## src/rtl/cpu_axi_arbiter_pkg.sv

```systemverilog
// Shared definitions for the CPU-side AXI arbiter: FSM encoding, fixed AXI
// attribute constants and the CPU-size to AXI-size mapping.
package cpu_axi_arbiter_pkg;

    typedef enum logic [2:0] {
        IDLE = 3'd0,
        AR   = 3'd1,
        R    = 3'd2,
        AWW  = 3'd3,
        B    = 3'd4
    } state_t;

    localparam logic [3:0] AXI_ID_INST    = 4'd0;
    localparam logic [3:0] AXI_ID_DATA    = 4'd1;
    localparam logic [7:0] AXI_LEN        = 8'd0;
    localparam logic [1:0] AXI_BURST_INCR = 2'b01;
    localparam logic [3:0] AXI_CACHE      = 4'b0000;
    localparam logic [2:0] AXI_PROT       = 3'b000;
    localparam logic       AXI_WLAST      = 1'b1;

    localparam logic [1:0] SIZE_BYTE = 2'd0;
    localparam logic [1:0] SIZE_HALF = 2'd1;
    localparam logic [1:0] SIZE_WORD = 2'd2;

    // Code 3 has no CPU meaning; it is widened to a word access.
    function automatic logic [2:0] size_code(input logic [1:0] size);
        return (size == 2'd3) ? {1'b0, SIZE_WORD} : {1'b0, size};
    endfunction

endpackage

```

## src/rtl/cpu_axi_arbiter.sv

```systemverilog
// Arbitrates the CPU fetch and load/store ports onto one AXI master with a
// single outstanding transaction; data requests win over fetches.
module cpu_axi_arbiter
    import cpu_axi_arbiter_pkg::*;
(
    input  logic        clk,
    input  logic        rst,

    input  logic        inst_req,
    input  logic [31:0] inst_addr,
    output logic        inst_addr_ok,
    output logic        inst_data_ok,

    input  logic        data_req,
    input  logic        data_wr,
    input  logic [1:0]  data_size,
    input  logic [31:0] data_addr,
    input  logic [31:0] data_wdata,
    input  logic [3:0]  data_wstrb,
    output logic        data_addr_ok,
    output logic        data_data_ok,

    output logic [31:0] cpu_rdata,

    output logic [31:0] axi_addr,
    output logic [2:0]  axi_size,
    output logic [7:0]  axi_len,
    output logic [1:0]  axi_burst,
    output logic [3:0]  axi_cache,
    output logic [2:0]  axi_prot,

    output logic [3:0]  arid,
    output logic        arvalid,
    input  logic        arready,
    input  logic [31:0] axi_rdata,
    input  logic        rvalid,
    output logic        rready,

    output logic [3:0]  awid,
    output logic        awvalid,
    input  logic        awready,
    output logic [31:0] wdata,
    output logic [3:0]  wstrb,
    output logic        wlast,
    output logic        wvalid,
    input  logic        wready,
    input  logic        bvalid,
    output logic        bready
);

    state_t      state_reg, state_next;
    logic        owner_data_reg;
    logic [31:0] axi_addr_reg;
    logic [2:0]  axi_size_reg;
    logic [31:0] wdata_reg;
    logic [3:0]  wstrb_reg;
    logic        arvalid_reg;
    logic        awvalid_reg;
    logic        wvalid_reg;

    logic        grant_data;
    logic        grant_inst;
    logic        rd_done;
    logic        aw_done_next;
    logic        w_done_next;

    always_ff @(posedge clk) begin
        if (rst) begin
            state_reg <= IDLE;
        end else begin
            state_reg <= state_next;
        end
    end

    always_comb begin
        state_next   = state_reg;
        grant_data   = 1'b0;
        grant_inst   = 1'b0;
        aw_done_next = !awvalid_reg || awready;
        w_done_next  = !wvalid_reg || wready;
        case (state_reg)
            IDLE: begin
                if (!rst && data_req) begin
                    grant_data = 1'b1;
                    state_next = data_wr ? AWW : AR;
                end else if (!rst && inst_req) begin
                    grant_inst = 1'b1;
                    state_next = AR;
                end
            end
            AR:      if (arready) state_next = R;
            R:       if (rvalid) state_next = IDLE;
            AWW:     if (aw_done_next && w_done_next) state_next = B;
            B:       if (bvalid) state_next = IDLE;
            default: state_next = IDLE;
        endcase
    end

    // Handshake readies and completion strobes are masked by rst so that an
    // in-flight response cannot complete during the reset cycle itself.
    assign rready       = (state_reg == R) && !rst;
    assign bready       = (state_reg == B) && !rst;
    assign rd_done      = rready && rvalid;
    assign inst_addr_ok = grant_inst;
    assign data_addr_ok = grant_data;
    assign inst_data_ok = rd_done && !owner_data_reg;
    assign data_data_ok = (rd_done && owner_data_reg) || (bready && bvalid);
    assign cpu_rdata    = rd_done ? axi_rdata : 32'd0;

    always_ff @(posedge clk) begin
        if (rst) begin
            owner_data_reg <= 1'b0;
            axi_addr_reg   <= 32'd0;
            axi_size_reg   <= 3'd0;
            wdata_reg      <= 32'd0;
            wstrb_reg      <= 4'd0;
            arvalid_reg    <= 1'b0;
            awvalid_reg    <= 1'b0;
            wvalid_reg     <= 1'b0;
        end else if (grant_data) begin
            owner_data_reg <= 1'b1;
            axi_addr_reg   <= data_addr;
            axi_size_reg   <= size_code(data_size);
            wdata_reg      <= data_wdata;
            wstrb_reg      <= data_wstrb;
            arvalid_reg    <= !data_wr;
            awvalid_reg    <= data_wr;
            wvalid_reg     <= data_wr;
        end else if (grant_inst) begin
            owner_data_reg <= 1'b0;
            axi_addr_reg   <= inst_addr;
            axi_size_reg   <= {1'b0, SIZE_WORD};
            arvalid_reg    <= 1'b1;
        end else begin
            if (arvalid_reg && arready) arvalid_reg <= 1'b0;
            if (awvalid_reg && awready) awvalid_reg <= 1'b0;
            if (wvalid_reg && wready)   wvalid_reg  <= 1'b0;
        end
    end

    assign axi_addr  = axi_addr_reg;
    assign axi_size  = axi_size_reg;
    assign axi_len   = AXI_LEN;
    assign axi_burst = AXI_BURST_INCR;
    assign axi_cache = AXI_CACHE;
    assign axi_prot  = AXI_PROT;
    assign arid      = owner_data_reg ? AXI_ID_DATA : AXI_ID_INST;
    assign arvalid   = arvalid_reg;
    assign awid      = AXI_ID_DATA;
    assign awvalid   = awvalid_reg;
    assign wdata     = wdata_reg;
    assign wstrb     = wstrb_reg;
    assign wlast     = AXI_WLAST;
    assign wvalid    = wvalid_reg;

endmodule

```

## config.mk

```make
export PLATFORM = sky130hd
export DESIGN_NAME = cpu_axi_arbiter
export DESIGN_NICKNAME = d
export VERILOG_FILES = /design/src/rtl/cpu_axi_arbiter_pkg.sv /design/src/rtl/cpu_axi_arbiter.sv
export SDC_FILE = /design/constraint.sdc
export NUM_CORES = 1
export LEC_CHECK = 0
export ABC_AREA = 1
export CORE_AREA = 2 2 110 112
export CTS_CLUSTER_DIAMETER = 80
export DETAILED_ROUTE_END_ITERATION = 6
export DIE_AREA = 0 0 112 114
export GPL_ROUTABILITY_DRIVEN = 0
export PLACE_DENSITY = 0.76
export SLEW_MARGIN = 20
export SYNTH_ARGS = -nofsm -noshare
export SYNTH_HDL_FRONTEND = slang
export SYNTH_SLANG_ARGS = --single-unit
```

## constraint.sdc

```tcl
create_clock -name clk -period 3.95 [get_ports clk]
set_clock_uncertainty 0.15 [all_clocks]
set_input_delay 0.79 -clock clk [delete_from_list [all_inputs] [get_ports clk]]
set_output_delay 0.79 -clock clk [all_outputs]
set_load 0.005 [all_outputs]
```

==> results.cfg <==
[final_layout]
final_nets = 901
drive_gt1_share_pct = 4.72
syn2layout_area_growth_pct = 77.3
diodes = 0

[clocking]
cts.sinks = 77
cts_resized = 0
numCtsBuffers = 9
tritoncts = yes
cts.hold.buffers_added = 0
cts-htree-levels = 3
cts_buffer_depth = 2
clk_latency_ns = 0.33
cts-root-buf = clkbuf_16
post_cts_buffers = 0
cts.clk_slew.worst_paths_ns = 0.06

[grt]
grt_overflow = 0
gr-usage-all-layers_pct = 17.7
grt_pass1_wl_um = 18200
grt_pass1_vias = 3624
grt_max_degree = 90
antenna_found_initial = 0

[detailed_routing]
ant_nets = 0
post-route-drc-count = 0
wl_met2_um = 5610
highest_layer = met4
m1WireLength_um = 4740
num_vias = 3988
first_pass_iters = 4
drt_iter0_markers = 110
met3WireLength_um = 1180
post_drt_via_cell_ratio = 4.39
wl_um = 11700
wl_per_cell_um = 12.9

[placement]
place_hpwl_um = 8680
port_buffers = 255

[setup_path]
cp_data_arrival_time_ns = 2.51
regToRegSetupSlack_ns = 1.84
startpoint = rst
end_kind = output pin
cp_max_fo = 34
crit_type = in -> out
cp_data_required_time_ns = 3.01
r2r-start = state_reg[1]$_SDFFE_PP0P_
crit_path_start_kind = input pin

[synth]
synthTopCellsByArea = dfxtp_1, o21ai_0, nand2_1
ys_ff_latch = 77
yosys_warnings = 0
yosys_most_used_dff = dfxtp_1
yosys.area.top_type = dfxtp_1
synth_top_area_share_pct = 42.5
synth.most_common_cell = nand2_1
synth-edff-count = 0
synth.distinct_cells = 26
avgSynthCellArea_um2 = 6.96
synthArstFlopShare_pct = 0
netlist_top_cells_count = nand2_1, nor2_1, dfxtp_1
syn_inst = 521
syn-cell-area_um2 = 3620
yosysSeqAreaShare_pct = 42.5

[floorplan]
io_pins = 282
core_um2 = 11700
die_h_um = 114
die_area_um2 = 12800
start_util_pct = 31.0
placementRows = 40
dieWidth_um = 112

[sta]
min_period_over_period_pct = 87.3
drv_slew = 0
hold_viol = 0
period_needed_ns = 3.45
clock.fmax_mhz = 290
setup_viol = 0
setup_tns_ns = 0
tightestPinTransition_ns = 0.774
rsz0062_at_grt = no
slew_headroom_pct = 48.4

[pwr]
p_per_area_nw_per_um2 = 468
p_leak_uw = 0.00258
power.total_uw = 3010
peakVddDrop_mv = 0.252

[worst_hold_path]
hp-class = reg -> reg
hold_start = wdata[24]$_SDFFE_PP0N_

[outcome]
outcome = complete, no violations

[run]
cap_violations = 0
-- cells by family after synthesis --
kind of cell	Yosys count	share of synthesized area, %
and+or+nand+nor	258	31.3
AOI/OAI and AO/OA	77	10.8
DFF	77	42.5
other	2	0.207
buffers and inverters	107	15.2
-- where the power goes --
| group | total [µW] | internal, µW | switching [µW] |
|---|---|---|---|
| Clock | 831 | 491 | 340 |
| Combinational | 1080 | 622 | 460 |
| Sequential | 1090 | 979 | 115 |
| Total | 3010 | 2090 | 915 |
-- final timing paths --
kind | end | cells past startpoint
worst max-delay path | data_data_ok | 6
worst min-delay path | wdata[24]$_SDFFE_PP0N_ | 2
worst min register to register | wdata[24]$_SDFFE_PP0N_ | 2
worst max register to register | axi_size[1]$_SDFFE_PP0P_ | 8
-- per-layer routing --
metal | vias to the layer above | GRT usage (%)
li1 | 2071 | -
met4 | 0 | 7.32
met2 | 187 | 30.5
met1 | 1715 | 19.6
met5 | - | 0
met3 | 15 | 6.85
-- stage by stage --
step	hold slack, ns	instance area, µm²	std cells	utilization (%)	worst slack, ns
after global routing	0.358	6430	909	54.9	0.297
after floorplan	0.312	3710	545	-	1.60
after global placement	0.319	6130	893	52.3	0.522
final	0.331	6430	909	54.9	0.500
after detailed placement	0.324	6130	893	52.3	0.485
after CTS	0.336	6430	909	54.9	0.495
-- critical path, stage by stage --
cell	delay, ns
clkdlybuf4s50_1	0.55
nor2_1	0.19
nand2_1	0.06
buf_4	0.23
o21ai_0	0.16
clkdlybuf4s50_1	0.52
-- cells in the final DEF, fill, tap and decap left out --
cell             count
inv_1               43
nand3b_1             1
o21ai_0             72
nand3_1              7
nand2_4              3
clkinvlp_4           3
clkinv_4             1
o31ai_1              1
nor2_4               1
nand2_2              2
clkbuf_16            9
nand2_1             92
nor2_1              83
o211ai_1             1
inv_2                3
clkdlybuf4s50_1    255
buf_4                6
inv_4                1
a21oi_1              3
dfxtp_1             77
nor4_1               1
nand4_1              2
nor2_8               1
bufinv_16            1
inv_6                1
nor3_2               3
clkinv_2             1
nor3_1              62
conb_1              26
-- cell type report --
cell class | count | area [µm²]
fillers | 1137 | 5290
repair buffers | 261 | 2600
multi-input cells | 361 | 1620
flip-flops and latches | 77 | 1540
clock buffers | 9 | 225
well taps | 147 | 184
inverters | 47 | 179
clock inverters | 7 | 75.1
Note: power is estimated with default switching activity, not from simulation.
